`src/rtl/sram64_arbiter.sv`:
```
// Two-port arbiter sharing one 64-bit single-port SRAM between a fetch
// port and a data port, with a starvation guard for the fetch port.
module sram64_arbiter #(
    parameter int STARVE_MAX = 4
) (
    input  logic        clk,
    input  logic        rst_n,
    input  logic        if_req,
    input  logic [63:0] if_addr,
    output logic        if_gnt,
    output logic        if_rvalid,
    output logic [63:0] if_rdata,
    input  logic        d_req,
    input  logic [63:0] d_addr,
    input  logic [7:0]  d_we,
    input  logic [63:0] d_wdata,
    output logic        d_gnt,
    output logic        d_rvalid,
    output logic [63:0] d_rdata,
    output logic        sram_en,
    output logic [60:0] sram_addr,
    output logic [7:0]  sram_wea,
    output logic [63:0] sram_dina,
    input  logic [63:0] sram_douta
);

    localparam logic [1:0] RSP_NONE  = 2'd0;
    localparam logic [1:0] RSP_FETCH = 2'd1;
    localparam logic [1:0] RSP_DATA  = 2'd2;

    localparam logic [2:0] STARVE_LIM = 3'(STARVE_MAX);

    logic [2:0] starve_cnt;
    logic [1:0] rsp;
    logic [1:0] rsp_next;
    logic       fetch_force;
    logic       unused_bits;

    assign unused_bits = ^{if_addr[2:0], d_addr[2:0]};

    assign fetch_force = if_req && (starve_cnt == STARVE_LIM);

    // Data port wins by default; a starved fetch port overrides it.
    always_comb begin
        if_gnt = 1'b0;
        d_gnt  = 1'b0;
        if (rst_n) begin
            if (if_req && (!d_req || fetch_force)) begin
                if_gnt = 1'b1;
            end else if (d_req) begin
                d_gnt = 1'b1;
            end
        end
    end

    always_comb begin
        sram_en   = 1'b0;
        sram_addr = '0;
        sram_wea  = '0;
        sram_dina = '0;
        if (if_gnt) begin
            sram_en   = 1'b1;
            sram_addr = if_addr[63:3];
        end else if (d_gnt) begin
            sram_en   = 1'b1;
            sram_addr = d_addr[63:3];
            sram_wea  = d_we;
            sram_dina = d_wdata;
        end
    end

    always_comb begin
        rsp_next = RSP_NONE;
        if (if_gnt) begin
            rsp_next = RSP_FETCH;
        end else if (d_gnt && (d_we == 8'h00)) begin
            rsp_next = RSP_DATA;
        end
    end

    always_ff @(posedge clk) begin
        if (!rst_n) begin
            rsp        <= RSP_NONE;
            starve_cnt <= 3'd0;
        end else begin
            rsp <= rsp_next;
            if (!if_req || if_gnt) begin
                starve_cnt <= 3'd0;
            end else if (starve_cnt != 3'd7) begin
                starve_cnt <= starve_cnt + 3'd1;
            end
        end
    end

    assign if_rvalid = (rsp == RSP_FETCH);
    assign d_rvalid  = (rsp == RSP_DATA);
    assign if_rdata  = if_rvalid ? sram_douta : 64'd0;
    assign d_rdata   = d_rvalid  ? sram_douta : 64'd0;

endmodule

```
`config.mk`:
```
export PLATFORM = sky130hd
export DESIGN_NAME = sram64_arbiter
export DESIGN_NICKNAME = d
export VERILOG_FILES = /design/src/rtl/sram64_arbiter.sv
export SDC_FILE = /design/constraint.sdc
export NUM_CORES = 1
export LEC_CHECK = 0
export CAP_MARGIN = 10
export CORE_AREA = 2 2 206 208
export DETAILED_ROUTE_END_ITERATION = 8
export DIE_AREA = 0 0 208 210
export PLACE_DENSITY = 0.31
export SETUP_SLACK_MARGIN = 0.1
export SYNTH_ARGS = -nofsm -noshare
export SYNTH_HDL_FRONTEND = slang
export SYNTH_SLANG_ARGS = --single-unit
export TNS_END_PERCENT = 5
```
`constraint.sdc`:
```
create_clock -name clk -period 4.4 [get_ports clk]
set_input_delay 0.44 -clock clk [delete_from_list [all_inputs] [get_ports clk]]
set_output_delay 0.44 -clock clk [all_outputs]
set_load 0.1 [all_outputs]
```
After elaboration in Yosys (flattened, before gate mapping)
Index checks and enable logic that the tools add are counted.
{"block": "totals", "reg_bits": 5, "inputBits": 268, "output_inout_bits": 266, "elab_cells": 36}
{"block": "classes", "n_addsub": 1, "n_eq_ne": 4, "mux": 17, "n_bitwise": 1, "reduce_logical": 10}
{"cell": "two-way mux 64 bit", "n": 4}
{"cell": "two-way mux 61 bit", "n": 2}
{"cell": "two-way mux 8 bit", "n": 2}
{"cell": "logical NOT 8 bit", "n": 1}
{"cell": "two-way mux 1 bit", "n": 8}
{"cell": "OR reduction 2 bit", "n": 2}
{"cell": "adder 3 x 1 -> 3 bit (second input constant)", "n": 1}
{"cell": "== test 3 bit (second input constant)", "n": 1}
{"cell": "logical AND 1 bit", "n": 3}
{"cell": "!= test 3 bit (second input constant)", "n": 1}
{"cell": "== test 2 x 1 -> 1 bit (second input constant)", "n": 1}
{"cell": "== test 2 bit (second input constant)", "n": 1}
{"cell": "logical NOT 1 bit", "n": 2}
{"cell": "logical OR 1 bit", "n": 2}
{"cell": "two-way mux 2 bit", "n": 1}
{"cell": "NOT 1 bit", "n": 1}

Logic depth before layout (Yosys ltp)
{"block": "logic_depth", "word_depth": 9, "depth_mapped": 6}

Worst setup path after synthesis
OpenSTA, ideal clock, no wires.
{"block": "synth_timing", "path_type": "reg-to-output", "start": "reg rsp[1]", "end": "out d_rdata[54]", "arrival_time_ns": 2.305, "required_ns": 3.960, "slack_ns": 1.655, "path_stages_with_launch": 4, "n_path_buf": 1, "path_cell_list": "dfxtp_1 -> nor2b_1 -> clkbuf_1 -> and2_1"}
{"block": "synth_between", "elab_chain_cells": 2}
{"element": "start, declared", "line_no": "34", "source": "logic [1:0] rsp;"}
{"element": "start signal, assigned", "line_no": "86", "source": "rsp <= rsp_next;"}
{"element": "== test 2 bit", "line_no": "96", "source": "assign d_rvalid = (rsp == RSP_DATA);"}
{"element": "via d_rvalid", "line_no": "18", "source": "output logic d_rvalid,"}
{"element": "two-way mux 64 bit", "line_no": "98", "source": "assign d_rdata = d_rvalid ? sram_douta : 64'd0;"}
{"element": "end, declared", "line_no": "19", "source": "output logic [63:0] d_rdata,"}
The timed path passes the listed nets, and every way through them passes these cells.

Worst setup path in the final report
{"block": "layout_timing", "start": "reg rsp[1]", "end": "out d_rdata[5]"}
{"block": "layout_between", "elab_chain_cells": 2}
{"element": "== test 2 bit", "line_no": "96"}
{"element": "two-way mux 64 bit", "line_no": "98"}
Every way passes these cells.

==> results.txt <==
----------------------------------------------------
[Timing]
  Final critical-path required period ... between 3 and 4 ns
  Final number of max-transition violations ... 0
  Setup repair after global routing missed its margin ... no
  Setup_tns ... 0 ns
  Number of setup violations in the final report ... 0
  Worst hold margin ... 0.5247 ns
  Worst-Margin Slew ... 1.021 ns
  Slew margin rel. ... between 30% and 40%
  Worst Skew ... 0.0004147 ns
  Final hold violation count ... 0
  Highest attainable clock frequency ... between 0.3 and 0.4 GHz
  Post-route fraction of the period consumed by the critical path ... 71.06%

[Power]
  Post-route total power ... roughly 1300 uW
  Max rail drop VDD ... around 0.11 mV
  Power density over the cells ... 166.5 nW/um^2
  Static Leak ... 0.003373 uW

[Drt]
  DRC errors left ... 0
  Drt wl/cell ... 16.68 um
  Remaining antenna violation count after routing ... 0
  Detailed Routing Iterations Pass 1 ... 4
  Total number of vias ... roughly 4300
  Post-detailed-route via-to-cell ratio ... 3.140
  Drt total wl ... 22750 um
  Count of routing violations after the opening detailed-route iteration ... just over 90

[Yosys]
  Cell count after synthesis ... 324
  Number of warnings printed during yosys synthesis ... 0
  Post-synth net total ... 595
  Distinct cell type count after synthesis ... 21
  FF+latch count, synth ... 5
  Syn Std Cell Area ... about 2200 sq um
  Fraction of the yosys area taken by sequential cells ... 4.454%
  Post-Synthesis Mean Instance Area ... 6.936 sq um

[Min path]
  Tightest Hold Check Type ... reg -> reg

[Critical path]
  CP required ... 3.96 ns
  Critical path's largest stage delay ... 1.17 ns
  Arrival @ worst endpoint ... about 2.7 ns
  Type of element capturing the critical path ... output pin
  Worst path bufs/invs ... 1
  Critical-path top delay cell ... clkdlybuf4s50_1
  Critical setup path kind ... reg -> out
  Largest fanout on the critical path ... 40
  Critical path startpoint category ... flip-flop
  Family of cells with the greatest summed delay on the critical path ... buffers and inverters
  List of cells traversed by the critical path ... nor2b_4 > and2_1 > clkdlybuf4s50_1

[Run]
  Max-cap violations ... 0

[Die]
  Die Height ... 210 um
  Chip width ... 208 um
  Core region area ... 41480 sq um
  Die Area ... 43680 sq um
  Cell Rows ... 75
  Top-level I/O count ... 534
  Initial cell density of the core ... 5.418%

[GRT]
  Vias in the first global route ... between 4000 and 5000
  Wire length of the first global-routing pass ... 31280 um
  Largest net degree at the start of global routing ... approximately 140
  Final global-route overflow total ... 0
  GR Util All Layers ... 9.528%
  Initial antenna violation count ... 7

[Clocking]
  Root Buffer ... clkbuf_16
  Sinks on the clock net ... 5
  CTS resizes ... 0
  CTS tree ... done
  Setup Buffers After CTS ... 0
  Num CTS Buffers ... 3
  Clock transition at path regs ... 0.03 ns
  Maximum clock insertion buffer count ... 2
  Clock latency on the worst-skew pair ... 0.23 ns
  Max H-tree Level ... 1
  Count of hold-fix buffers inserted at cts ... 0

[Layout]
  Count of nets after finishing ... 1097
  Non-Filler Instances ... ~1400
  Layout Area Growth over Synthesis ... 237.0%
  Proportion of layout cells with a drive suffix above 1 ... 29.70%
  Antenna Diode Count ... 0

[Placed design]
  Port Buf Inserts ... 527
  Placed Instances ... approximately 1400
  Final GP Congestion ... approximately 0.73
  Detail Placement HPWL ... 19960 um

[Status]
  Status ... completed

----------------------------------------------------
==> worst min-delay path: cells and delay by family, from the launching register on <==
kind             cells  cell delay [ns]
and+or+nand+nor      1             0.07
muxes                1             0.08
DFF                  1             0.34
==> cells by family (layout without fill, tap and decap cells) <==
family / count (synthesis) / after routing / synth area share [%]
flip-flops: 5 / 5 / 4.455
adder cells (fa/ha/maj): 3 / 3 / 1.671
XOR/XNOR: 1 / 1 / 0.3898
buffers and inverters: 36 / 537 / 8.296
AO/OA/AOI/OAI: 63 / 63 / 25.22
multiplexers: 2 / 2 / 0.8909
AND/OR/NAND/NOR: 214 / 214 / 59.08
==> metrics by stage <==
stage	worst slack [ns]	utilization, %	cell area, sq um
finish	1.273	18.26	7574
global route	1.077	18.26	7574
CTS	1.214	18.26	7574
detailed placement	1.388	18.07	7495
global placement	1.395	18.07	7495
floorplan	1.655	-	2247
==> cells in the mapped netlist <==
cell	n	share of area, %
and2_1	200	56
a22o_1	61	24
clkbuf_1	18	3.0
buf_2	9	2.0
buf_6	5	2.5
dfxtp_1	5	4.5
nor2_1	4	0.67
ha_1	3	1.7
clkbuf_2	2	0.45
inv_1	2	0.33
mux2i_1	2	0.89
nand2_1	2	0.33
nor2b_1	2	0.56
nor4_1	2	0.56
a21boi_2	1	0.50
a31oi_4	1	0.95
and3_1	1	0.28
nand3_1	1	0.22
nor2_4	1	0.50
or2_2	1	0.28
xor2_1	1	0.39
==> where the power goes <==
group / leakage, uW / switching [uW] / internal (uW)
clock network: 0.0000382 / 29.8 / 120
logic: 0.00329 / 716 / 348
registers: 0.0000406 / 0.797 / 46.5
==> layer usage <==
| layer | track usage (%) | vias to the layer above | wire length (um) |
|---|---|---|---|
| met3 | 2.756 | 19 | 2127 |
| met1 | 10.29 | 1864 | 8303 |
| li1 | - | 2075 | - |
| met5 | 0 | - | 13 |
| met2 | 18.85 | 323 | 12150 |
| met4 | 0.8070 | 2 | 155 |
==> worst paths after layout <==
| kind | slack [ns] | startpoint | to | depth (start not counted) |
|---|---|---|---|---|
| setup reg to reg | 2.75 | starve_cnt[0] | rsp[1] | 5 |
| hold / removal | 0.52 | starve_cnt[1] | starve_cnt[1] | 2 |
| setup / recovery | 1.27 | rsp[1] | d_rdata[5] | 3 |
| hold reg to reg | 0.52 | starve_cnt[1] | starve_cnt[1] | 2 |
==> registers in the layout, indices dropped and copies added, names as in the netlist <==
signal	flops
starve_cnt	3
rsp	2
==> area by class of cell <==
cell class                 instances  area (sq um)
clock buffer                       4         78.83
fill                            4680         33900
inverter                           2         7.507
multi-input combinational        283          1976
sequential                         5         100.1
tap                              539         674.4
timing repair buffer             531          4737
==> placed cells by master (no fill, tap or decap), types with 2 or more instances in the layout <==
cell / instances
clkbuf_16: 3
nor2b_4: 2
ha_1: 3
nor4_1: 2
nand2_1: 2
dfxtp_1: 5
nor2_1: 4
clkdlybuf4s50_1: 295
and2_1: 200
inv_1: 2
mux2i_1: 2
buf_4: 235
a22o_1: 61
Power figures use the tool's default switching activity.
